**src/rtl/chess_pkg.sv**
```systemverilog
// Shared chess encodings for the board-write path.
// Contents: colour and piece-type codes, change-piece bus field positions,
// move_commit FSM state type, square-index helpers.
package chess_pkg;

  localparam logic WHITE = 1'b0;
  localparam logic BLACK = 1'b1;

  typedef enum logic [2:0] {
    EMPTY  = 3'd0,
    KING   = 3'd1,
    QUEEN  = 3'd2,
    BISHOP = 3'd3,
    KNIGHT = 3'd4,
    ROOK   = 3'd5,
    PAWN   = 3'd6
  } piece_type_e;

  // changePiece = {write_en, piece[3:0], square[5:0]}
  localparam int unsigned CP_W         = 11;
  localparam int unsigned CP_EN_BIT    = 10;
  localparam int unsigned CP_PIECE_LSB = 6;
  localparam int unsigned CP_SQ_LSB    = 0;

  typedef enum logic [2:0] {
    StIdle,
    StWrDst,
    StWrSrc,
    StRkDst,
    StRkSrc,
    StDone,
    StErr
  } move_state_e;

  // Square s = col*8 + row.
  function automatic logic [2:0] sq_col(input logic [5:0] s);
    return s[5:3];
  endfunction

  function automatic logic [2:0] sq_row(input logic [5:0] s);
    return s[2:0];
  endfunction

  function automatic logic [5:0] sq_make(input logic [2:0] col, input logic [2:0] row);
    return {col, row};
  endfunction

  function automatic logic [CP_W-1:0] cp_write(input logic [3:0] piece, input logic [5:0] sq);
    logic [CP_W-1:0] w;
    w                      = '0;
    w[CP_EN_BIT]           = 1'b1;
    w[CP_PIECE_LSB +: 4]   = piece;
    w[CP_SQ_LSB +: 6]      = sq;
    return w;
  endfunction

endpackage

```
**src/rtl/move_classify.sv**
```systemverilog
// Combinational move classifier.
// Ports:
//   i_piece      piece on the source square {colour, type}
//   i_from/i_to  source / destination squares
//   o_dst_piece  piece to write on the destination (queen on promotion)
//   o_is_castle  king castling move; rook must be relocated
//   o_rook_from  rook source square (valid when o_is_castle)
//   o_rook_to    rook destination square (valid when o_is_castle)
//   o_reject     null move or empty source
module move_classify
  import chess_pkg::*;
#(
  parameter bit CASTLE_EN  = 1'b1,
  parameter bit PROMOTE_EN = 1'b1
) (
  input  logic [3:0] i_piece,
  input  logic [5:0] i_from,
  input  logic [5:0] i_to,
  output logic [3:0] o_dst_piece,
  output logic       o_is_castle,
  output logic [5:0] o_rook_from,
  output logic [5:0] o_rook_to,
  output logic       o_reject
);

  logic w_promote;
  logic w_kingside;

  always_comb begin
    // White promotes on row 0, black on row 7.
    w_promote = PROMOTE_EN && (i_piece[2:0] == PAWN) &&
                (((i_piece[3] == WHITE) && (sq_row(i_to) == 3'd0)) ||
                 ((i_piece[3] == BLACK) && (sq_row(i_to) == 3'd7)));
    o_dst_piece = w_promote ? {i_piece[3], QUEEN} : i_piece;

    w_kingside  = (sq_col(i_to) == 3'd6);
    o_is_castle = CASTLE_EN && (i_piece[2:0] == KING) &&
                  (sq_row(i_from) == sq_row(i_to)) && (sq_col(i_from) == 3'd4) &&
                  (w_kingside || (sq_col(i_to) == 3'd2));
    o_rook_from = sq_make(w_kingside ? 3'd7 : 3'd0, sq_row(i_from));
    o_rook_to   = sq_make(w_kingside ? 3'd5 : 3'd3, sq_row(i_from));

    o_reject = (i_from == i_to) || (i_piece[2:0] == EMPTY);
  end

endmodule

```
**src/rtl/move_commit.sv**
```systemverilog
// Turns one accepted move into single-square writes on the change-piece bus.
// Ports:
//   clk, reset    clock, synchronous active-high reset
//   boardPass     256-bit board snapshot, sampled only at accept
//   move_valid    move request; move_from / move_to its squares
//   move_ready    high only in idle
//   changePiece   registered {write_en, piece[3:0], square[5:0]}
//   move_done     one-cycle pulse after the last write
//   move_err      one-cycle pulse on a rejected move
//   captured      piece previously on the destination, valid with move_done
module move_commit
  import chess_pkg::*;
#(
  parameter bit CASTLE_EN  = 1'b1,
  parameter bit PROMOTE_EN = 1'b1
) (
  input  logic            clk,
  input  logic            reset,
  input  logic [255:0]    boardPass,
  input  logic            move_valid,
  input  logic [5:0]      move_from,
  input  logic [5:0]      move_to,
  output logic            move_ready,
  output logic [CP_W-1:0] changePiece,
  output logic            move_done,
  output logic            move_err,
  output logic [3:0]      captured
);

  move_state_e     r_state;
  logic [5:0]      r_from;
  logic            r_castle;
  logic [3:0]      r_rook_piece;
  logic [5:0]      r_rook_from;
  logic [5:0]      r_rook_to;
  logic [3:0]      r_cap;
  logic [CP_W-1:0] r_change;
  logic            r_done;
  logic            r_err;
  logic [3:0]      r_captured;

  logic [3:0] w_p;
  logic [3:0] w_c;
  logic [3:0] w_dst_piece;
  logic       w_is_castle;
  logic [5:0] w_rook_from;
  logic [5:0] w_rook_to;
  logic       w_reject;

  assign w_p = boardPass[{move_from, 2'b00} +: 4];
  assign w_c = boardPass[{move_to, 2'b00} +: 4];

  move_classify #(
    .CASTLE_EN  (CASTLE_EN),
    .PROMOTE_EN (PROMOTE_EN)
  ) u_classify (
    .i_piece     (w_p),
    .i_from      (move_from),
    .i_to        (move_to),
    .o_dst_piece (w_dst_piece),
    .o_is_castle (w_is_castle),
    .o_rook_from (w_rook_from),
    .o_rook_to   (w_rook_to),
    .o_reject    (w_reject)
  );

  // Outputs are loaded together with the next state, so each write is
  // visible during the state that names it.
  always_ff @(posedge clk) begin
    if (reset) begin
      r_state      <= StIdle;
      r_from       <= '0;
      r_castle     <= 1'b0;
      r_rook_piece <= '0;
      r_rook_from  <= '0;
      r_rook_to    <= '0;
      r_cap        <= '0;
      r_change     <= '0;
      r_done       <= 1'b0;
      r_err        <= 1'b0;
      r_captured   <= '0;
    end else begin
      r_change <= '0;
      r_done   <= 1'b0;
      r_err    <= 1'b0;
      unique case (r_state)
        StIdle: begin
          if (move_valid) begin
            if (w_reject) begin
              r_state <= StErr;
              r_err   <= 1'b1;
            end else begin
              r_state      <= StWrDst;
              r_from       <= move_from;
              r_castle     <= w_is_castle;
              r_rook_piece <= {w_p[3], ROOK};
              r_rook_from  <= w_rook_from;
              r_rook_to    <= w_rook_to;
              r_cap        <= w_c;
              r_change     <= cp_write(w_dst_piece, move_to);
            end
          end
        end
        StWrDst: begin
          r_state  <= StWrSrc;
          r_change <= cp_write(4'b0000, r_from);
        end
        StWrSrc: begin
          if (r_castle) begin
            r_state  <= StRkDst;
            r_change <= cp_write(r_rook_piece, r_rook_to);
          end else begin
            r_state    <= StDone;
            r_done     <= 1'b1;
            r_captured <= r_cap;
          end
        end
        StRkDst: begin
          r_state  <= StRkSrc;
          r_change <= cp_write(4'b0000, r_rook_from);
        end
        StRkSrc: begin
          r_state    <= StDone;
          r_done     <= 1'b1;
          r_captured <= r_cap;
        end
        StDone:  r_state <= StIdle;
        StErr:   r_state <= StIdle;
        default: r_state <= StIdle;
      endcase
    end
  end

  assign move_ready  = (r_state == StIdle);
  assign changePiece = r_change;
  assign move_done   = r_done;
  assign move_err    = r_err;
  assign captured    = r_captured;

endmodule
```
**config.mk**
```make
export PLATFORM = sky130hd
export DESIGN_NAME = move_commit
export DESIGN_NICKNAME = d
export VERILOG_FILES = /design/src/rtl/chess_pkg.sv /design/src/rtl/move_classify.sv /design/src/rtl/move_commit.sv
export SDC_FILE = /design/constraint.sdc
export NUM_CORES = 1
export LEC_CHECK = 0
export ABC_AREA = 1
export BUFFER_PORTS_ARGS = -buffer_cell sky130_fd_sc_hd__buf_2
export CAP_MARGIN = 20
export CELL_PAD_IN_SITES_DETAIL_PLACEMENT = 1
export CELL_PAD_IN_SITES_GLOBAL_PLACEMENT = 2
export CORE_MARGIN = 1.5
export CORE_UTILIZATION = 23
export CTS_CLUSTER_DIAMETER = 150
export CTS_CLUSTER_SIZE = 16
export DETAILED_ROUTE_END_ITERATION = 10
export HOLD_SLACK_MARGIN = 0.08
export PLACE_DENSITY = 0.82
export SETUP_SLACK_MARGIN = 0.5
export SYNTH_ARGS = -nofsm -noshare
export SYNTH_HDL_FRONTEND = slang
export SYNTH_HIERARCHICAL = 1
export SYNTH_SLANG_ARGS = --single-unit
export TNS_END_PERCENT = 1
```
**constraint.sdc**
```tcl
create_clock -name clk -period 2.8 [get_ports clk]
set_clock_uncertainty 0.1 [all_clocks]
set_input_delay 0.14 -clock clk [delete_from_list [all_inputs] [get_ports clk]]
set_output_delay 0.14 -clock clk [all_outputs]
set_load 0.005 [all_outputs]
```
==> results.md, run 1 <==
- Status: finished clean
- Initial DRC Count: 807
- CP max stage delay: 0.26 ns
- DR WL/cell: roughly 21 um
- Final Hold Vio Count: 0
- Setup Fix Bufs, Post-CTS: 0
- Total power: 3.68 mW
- Largest net degree at the start of global routing: 82
- Syn-to-layout area delta: 33.9%
- Share of the synthesized area in the top cell type: 27.1%
- Layout Utilization: 31.5%
- MaxCap Viol Count: 0
- Grt total ovfl: 0
- Most used cell, CP: nand2_1
- Crit-path slowest cell: a221oi_2
- CP Max Fanout: 17
- Gate Count Post-Synth: 1408
- CP Capture Type: flop
- Max-slew violations: 0
- Share of the yosys chip area belonging to registers: 12.8%
- Vias in the first global route: approximately 11000
- Core area: 29800 sq um
- Num rows: 63
- CTS Sinks: 45
- Netlist cell types: 28
- H-tree depth: 2
- CP Launch Type: input pin
- CP Buf/Inv Count: 6
- Fin cells: 2026
- Initial antenna violation count: 4
- YS warnings: 6
- Reg clk slew, reported paths: 0.06 ns
- Largest area contributor in the netlist: nand2_1
- GPL Wtd Cong: slightly below 0.9
- Fmax: 0.441 GHz
- Routed Antenna Nets: 0
- TritonCTS Buffers: 5
- Power Density: 391 nW/um^2
- WP data required: between 2 and 3 ns
- Leak Pwr: 4.74 nW
- Synth top area cells: nand2_1 (27%), nand3_1 (22%), dfxtp_1 (13%)
- First-pass GRT wire length: 62000 um
- RSZ-0062 raised after global routing: true
- Syn nets: 1679
- IO Port Bufs: 288
- Placed Cells: 2003
- Total Routing Usage GR: 25.4%
- CTS tree: built
- Via count: between 10000 and 15000
- Synthesized cell area: 7010 sq um
- Vias per std cell: 5.34
- Clk Latency, worst-skew pair: 0.29 ns
- Share of cells above drive strength 1: 23.5%
- CP Cell Sequence: buf_12, inv_16, clkbuf_16, o21ai_0, o22ai_1, nand2_1, nand2_1, nand2_1, nand3_1, nand3_1, nand2_2, inv_1, nand2_1, nand2_2, nor2_4, nand2_2, inv_4, buf_12, a221oi_2, nor2_1
- Peak supply drop: 0.282 mV
- HPWL Detailed: 30100 um
- Die X: 178 um
- Worst slew margin: 46.1%
- Total Nets Final: approximately 1900
- Setup violators final: 0
- Crit path time final: 2.27 ns
- Critical path class: input pin to flop
- CP delay by family, top: simple AND/OR/NAND/NOR gates
- Residual DRC count: 0
- Worst hold-check path type: input pin to flop
- Yosys reg bits: 45
- Aggregate routed wire length: 41700 um
- Clock Path Buffers: 2
- Period utilization: about four fifths
- Fin Setup TNS: 0 ns
- CTS root buffer: clkbuf_16
- Mean area per synthesized cell: 4.98 sq um
- Die area: 31600 sq um
- Die H: ~180 um
- Starting density of the core: 23.5%
- Drt pass-1 iters: 6
- Worst slew pin tran: between 0.8 and 0.9 ns
- Critical path data arrival time: 2.33 ns
- Ports: about 290
-- state kept, by name, summed over array words and instances, names as in the netlist --
signal        cells
r_cap             4
r_rook_from       6
move_err          1
r_rook_piece      2
move_done         1
changePiece      11
r_from            6
r_castle          1
captured          4
r_state           3
r_rook_to         6
-- cells in the final DEF (no fill, tap or decap), types with 5 or more instances in the layout --
master | Yosys | layout
a21oi_1 | 22 | 22
buf_12 | 0 | 14
buf_2 | 46 | 285
buf_4 | 34 | 28
clkbuf_16 | 0 | 12
dfxtp_1 | 45 | 45
inv_1 | 53 | 53
nand2_1 | 506 | 503
nand2_2 | 3 | 6
nand3_1 | 312 | 309
nor2_1 | 137 | 137
nor3_1 | 5 | 5
o21ai_0 | 112 | 90
o21ai_1 | 7 | 26
o22ai_1 | 53 | 50
-- path summary, 6_finish.rpt --
path,from,to,slack [ns],depth (start not counted)
setup reg to reg,r_state[1]$_SDFFE_PP0P_,changePiece[2]$_SDFF_PP0_,0.86,8
hold / removal,reset,changePiece[4]$_SDFF_PP0_,0.19,2
setup / recovery,move_from[0],changePiece[3]$_SDFF_PP0_,0.53,20
hold reg to reg,r_rook_from[5]$_SDFFE_PP0P_,r_rook_from[5]$_SDFFE_PP0P_,0.37,2
-- final cells by class --
| cell class | count | area, sq um |
|---|---|---|
| diodes | 4 | 10.0 |
| well taps | 390 | 488 |
| clock inverters | 2 | 37.5 |
| repair buffers | 343 | 2260 |
| fillers | 4137 | 20400 |
| clock buffers | 6 | 139 |
| inverters | 61 | 258 |
| flip-flops and latches | 45 | 901 |
| multi-input cells | 1175 | 5300 |
-- logic make-up after synthesis --
logic type / Yosys count / share of synthesized area (%)
simple gates: 969 / 58.0
compound gates: 205 / 16.1
buf+inv: 188 / 13.1
flops: 45 / 12.8
other cells: 1 / 0.0535
-- layer usage --
metal  GRT usage [%]  vias up  wire length [um]
met5               0        -                 0
met2            43.0      442             19700
li1                -     5103                 -
met1            32.5     5168             17800
met4            11.2        0              1750
met3            2.63       96              2430
-- cells in the mapped netlist (all sizes together) --
cell type,n
nand3,313
a311oi,1
nand2,509
a22oi,2
nand3b,1
o22ai,53
a221oi,5
a21oi,22
buf,91
inv,61
a211o,1
a31oi,2
o21ai,119
clkbuf,36
conb,1
dfxtp,45
nor3,5
nor2,141
-- power by group --
part           switching (mW)  internal (mW)  total [mW]  leakage [nW]
logic                    1.28          0.771        2.06          4.28
registers              0.0935          0.822       0.915         0.370
clock network           0.260          0.446       0.706        0.0831
-- stage by stage --
stage | area (sq um) | setup slack (ns) | hold slack (ns)
6_report | 9390 | 0.534 | 0.190
3_3_place_gp | 8750 | 0.139 | 0.346
2_1_floorplan | 7010 | 0.615 | 0.168
5_1_grt | 9390 | 0.341 | 0.215
3_5_place_dp | 8750 | 0.110 | 0.351
4_1_cts | 9110 | 0.504 | 0.195
-- what timing repair did --
action,CTS,global route
hold endpoints to repair,1,0
gates resized for setup,17,53
hold buffers,1,0
pin swaps,1,3
cloned,3,7
setup endpoints to repair,27,36
Power figures use the tool's default switching activity.
==> inputs of run 2 (changes only) <==
--- a/config.mk
+++ b/config.mk
@@ -11,12 +11,12 @@
 export CELL_PAD_IN_SITES_DETAIL_PLACEMENT = 1
 export CELL_PAD_IN_SITES_GLOBAL_PLACEMENT = 2
 export CORE_MARGIN = 1.5
-export CORE_UTILIZATION = 23
+export CORE_UTILIZATION = 20
 export CTS_CLUSTER_DIAMETER = 150
 export CTS_CLUSTER_SIZE = 16
 export DETAILED_ROUTE_END_ITERATION = 10
 export HOLD_SLACK_MARGIN = 0.08
-export PLACE_DENSITY = 0.82
+export PLACE_DENSITY = 0.75
 export SETUP_SLACK_MARGIN = 0.5
 export SYNTH_ARGS = -nofsm -noshare
 export SYNTH_HDL_FRONTEND = slang
==> constraint.sdc (replaced) <==
create_clock -name clk -period 1.95 [get_ports clk]
set_clock_uncertainty 0.1 [all_clocks]
set_input_delay 0.0975 -clock clk [delete_from_list [all_inputs] [get_ports clk]]
set_output_delay 0.0975 -clock clk [all_outputs]
set_load 0.005 [all_outputs]
==> results.md, run 2 (synthesized netlist as in run 1, its figures left out) <==
- Status: finished with violations (was finished clean)
- Violated checks: setup timing
- Beginning of the worst register-to-register path: r_state[1]$_SDFFE_PP0P_ (unchanged)
- Peak supply drop: 0.366 mV (was 0.282 mV)
- Max-slew violations: 0 (unchanged)
- Period utilization: 110%
- Pre-CTS setup slack: -0.764 ns (was 0.110 ns)
- Initial antenna violation count: 4 (unchanged)
- CP startpoint: move_from[1] (was move_from[0])
- Die area: 36200 sq um (was 31600 sq um)
- Num rows: 68 (was 63)
- Clk Latency, worst-skew pair: 0.28 ns (was 0.29 ns)
- Number of flip-flops under the largest register name: 11 (unchanged)
- DR WL/cell: 20.4 um (was 20.6 um)
- Placed Cells: 2117 (was 2003)
- Via count: 11000 (was 10800)
- CP Launch Type: input pin (unchanged)
- Placed cell area: 9270 sq um (was 8750 sq um)
- Most frequent cells in the layout: nand2_1 (489), nand3_1 (297), buf_2 (285) (was nand2_1 (503), nand3_1 (309), buf_2 (285))
- Routed Antenna Nets: 0 (unchanged)
- Total Nets Final: 1968 (was 1902)
- RSZ-0062 raised after global routing: true (unchanged)
- GR Layer Usage met1: 31.3% (was 32.5%)
- Worst slew pin tran: 0.771 ns (was 0.805 ns)
- Largest net degree at the start of global routing: 66 (was 82)
- Power Density: 545 nW/um^2 (was 391 nW/um^2)
- TritonCTS Buffers: 5 (unchanged)
- Commonest non-fill, non-tap cell in the layout: nand2_1 (unchanged)
- Fmax: ~0.47 GHz
- Die X: 190 um (was 178 um)
- MaxCap Viol Count: 0 (unchanged)
- Starting density of the core: 20.3% (was 23.5%)
- Die H: 190 um (was 178 um)
- Share of cells above drive strength 1: 29.9% (was 23.5%)
- Worst slew margin: 48.5% (was 46.1%)
- Final Hold Vio Count: 0 (unchanged)
- CTS Sinks: 45 (unchanged)
- Final instance area: 10300 sq um (was 9390 sq um)
- Core area: 34500 sq um (was 29800 sq um)
- Fin cells: 2156 (was 2026)
- Residual DRC count: 0 (unchanged)
- Reg clk slew, reported paths: 0.06 ns (about the same)
- Grt total ovfl: 0 (unchanged)
- CP max stage delay: 0.24 ns (was 0.26 ns)
- Critical path data arrival time: 2.21 ns (was 2.33 ns)
- Aggregate routed wire length: 43900 um (was 41700 um)
- Ports: 289 (unchanged)
- GRT met2 Usage: 40.4% (was 43.0%)
- H-tree depth: 2 (unchanged)
- Drt pass-1 iters: 5 (was 6)
- Syn-to-layout area delta: 47.0% (was 33.9%)
- First-pass GRT wire length: 66500 um (was 62000 um)
- IO Port Bufs: 288 (unchanged)
- Setup WS post-layout: -0.187 ns (was 0.534 ns)
- CTS root buffer: clkbuf_16 (unchanged)
- HPWL Detailed: 32900 um (was 30100 um)
- Worst hold-check path type: input pin to flop (unchanged)
- Critical path class: input pin to flop (unchanged)
- CP Cell Sequence: buf_12, inv_8, buf_12, buf_8, buf_6, o21ai_2, o22ai_1, nand2_1, nand2_1, nand2_1, nand3_1, nand3_2, nand2_2, nor2_2, nand2_2, nand2_4, nor2_4, nand2_4, inv_8, buf_6, a221oi_4, nor2_1 (was buf_12, inv_16, clkbuf_16, o21ai_0, o22ai_1, nand2_1, nand2_1, nand2_1, nand3_1, nand3_1, nand2_2, inv_1, nand2_1, nand2_2, nor2_4, nand2_2, inv_4, buf_12, a221oi_2, nor2_1)
- Vias per std cell: 5.12 (was 5.34)
- Crit path time final: 2.14 ns
- Setup violators final: 37 (was 0)
- Layout Utilization: 29.8% (was 31.5%)
- Vias in the first global route: 11300 (was 11000)
- CP Max Fanout: 6 (was 17)
- Crit-path slowest cell: a221oi_4 (was a221oi_2)
- Most used cell, CP: nand2_1 (unchanged)
- Initial DRC Count: 879 (was 807)
- Leak Pwr: 5.16 nW (was 4.74 nW)
- Met3 Use GR: 2.50% (was 2.63%)
- Filler Cell Count: 4621 (was 4137)
- Total Routing Usage GR: 23.7% (was 25.4%)
- CTS tree: built (unchanged)
- Gr busiest metal: met2 (unchanged)
- Clock Path Buffers: 2 (unchanged)
- GPL Wtd Cong: 0.881 (was 0.869)
- WP data required: 2.02 ns (was 2.86 ns)
- CP Capture Type: flop (unchanged)
- Critical hold path startpoint: move_from[5] (was reset)
==> run 2: changes by cell type in the layout (fill, tap and decap cells not counted), moves of 9 or more <==
cell,before,now
o21ai_2,3,18
buf_4,28,76
nand3_1,309,297
nand2_1,503,489
nand3_2,4,16
buf_6,2,12
buf_12,14,23
nand2_2,6,17
o21ai_1,26,48
o21ai_0,90,52
==> run 2: worst paths after layout <==
check | slack, ns | endpoint | cells past startpoint
max | -0.19 | changePiece[3]$_SDFF_PP0_ | 22
max reg2reg | 0.30 | r_cap[3]$_SDFFE_PP0P_ | 11
min | 0.14 | r_from[5]$_SDFFE_PP0P_ | 3
min reg2reg | 0.36 | r_from[5]$_SDFFE_PP0P_ | 2
==> run 2: repair_timing <==
action / CTS / global route
gates cloned: 5 / 1
gates resized for setup: 125 / 69
pin swaps: 26 / 23
endpoints found under the hold margin: 1 / 0
hold buffers: 1 / 0
buffers inserted: 20 / 1
setup endpoints to repair: 40 / 44
==> run 2: per-layer routing <==
layer | wire length [um] | part of all wire (%)
met5 | 17 | 0.039
met4 | 1420 | 3.2
met3 | 2560 | 5.8
met2 | 20800 | 47
met1 | 19100 | 43
==> run 2: area by class of cell <==
class	count	area, sq um	area share (%)
antenna	3	7.51	0.0728
clock buffer	6	139	1.35
clock inverter	2	13.8	0.133
inverter	61	263	2.55
multi-input combinational	1175	5540	53.7
sequential	45	901	8.74
tap	455	569	5.52
timing repair buffer	408	2870	27.8
timing repair inverter	1	6.26	0.0607
==> run 2: report_power, final <==
group	total (mW)	internal [mW]	switching [mW]
logic	3.45	1.42	2.03
registers	1.30	1.18	0.125
clock network	0.871	0.510	0.361
total	5.62	3.11	2.52
==> run 2: through the flow <==
stage / power [mW] / TNS [ns] / hold WS (ns)
floorplan: 2.92 / -1.97 / 0.126
global placement: 4.24 / -22.46 / 0.310
detailed placement: 4.30 / -25.92 / 0.311
CTS: 5.53 / -2.40 / 0.171
global route: 6.05 / -7.97 / 0.165
finish: 5.62 / -4.70 / 0.136
==> run 2: critical path: cells and delay by family <==
kind	cells	cell delay [ns]
buffers and inverters	7	0.74
AO/OA/AOI/OAI	3	0.38
AND/OR/NAND/NOR	12	1.00
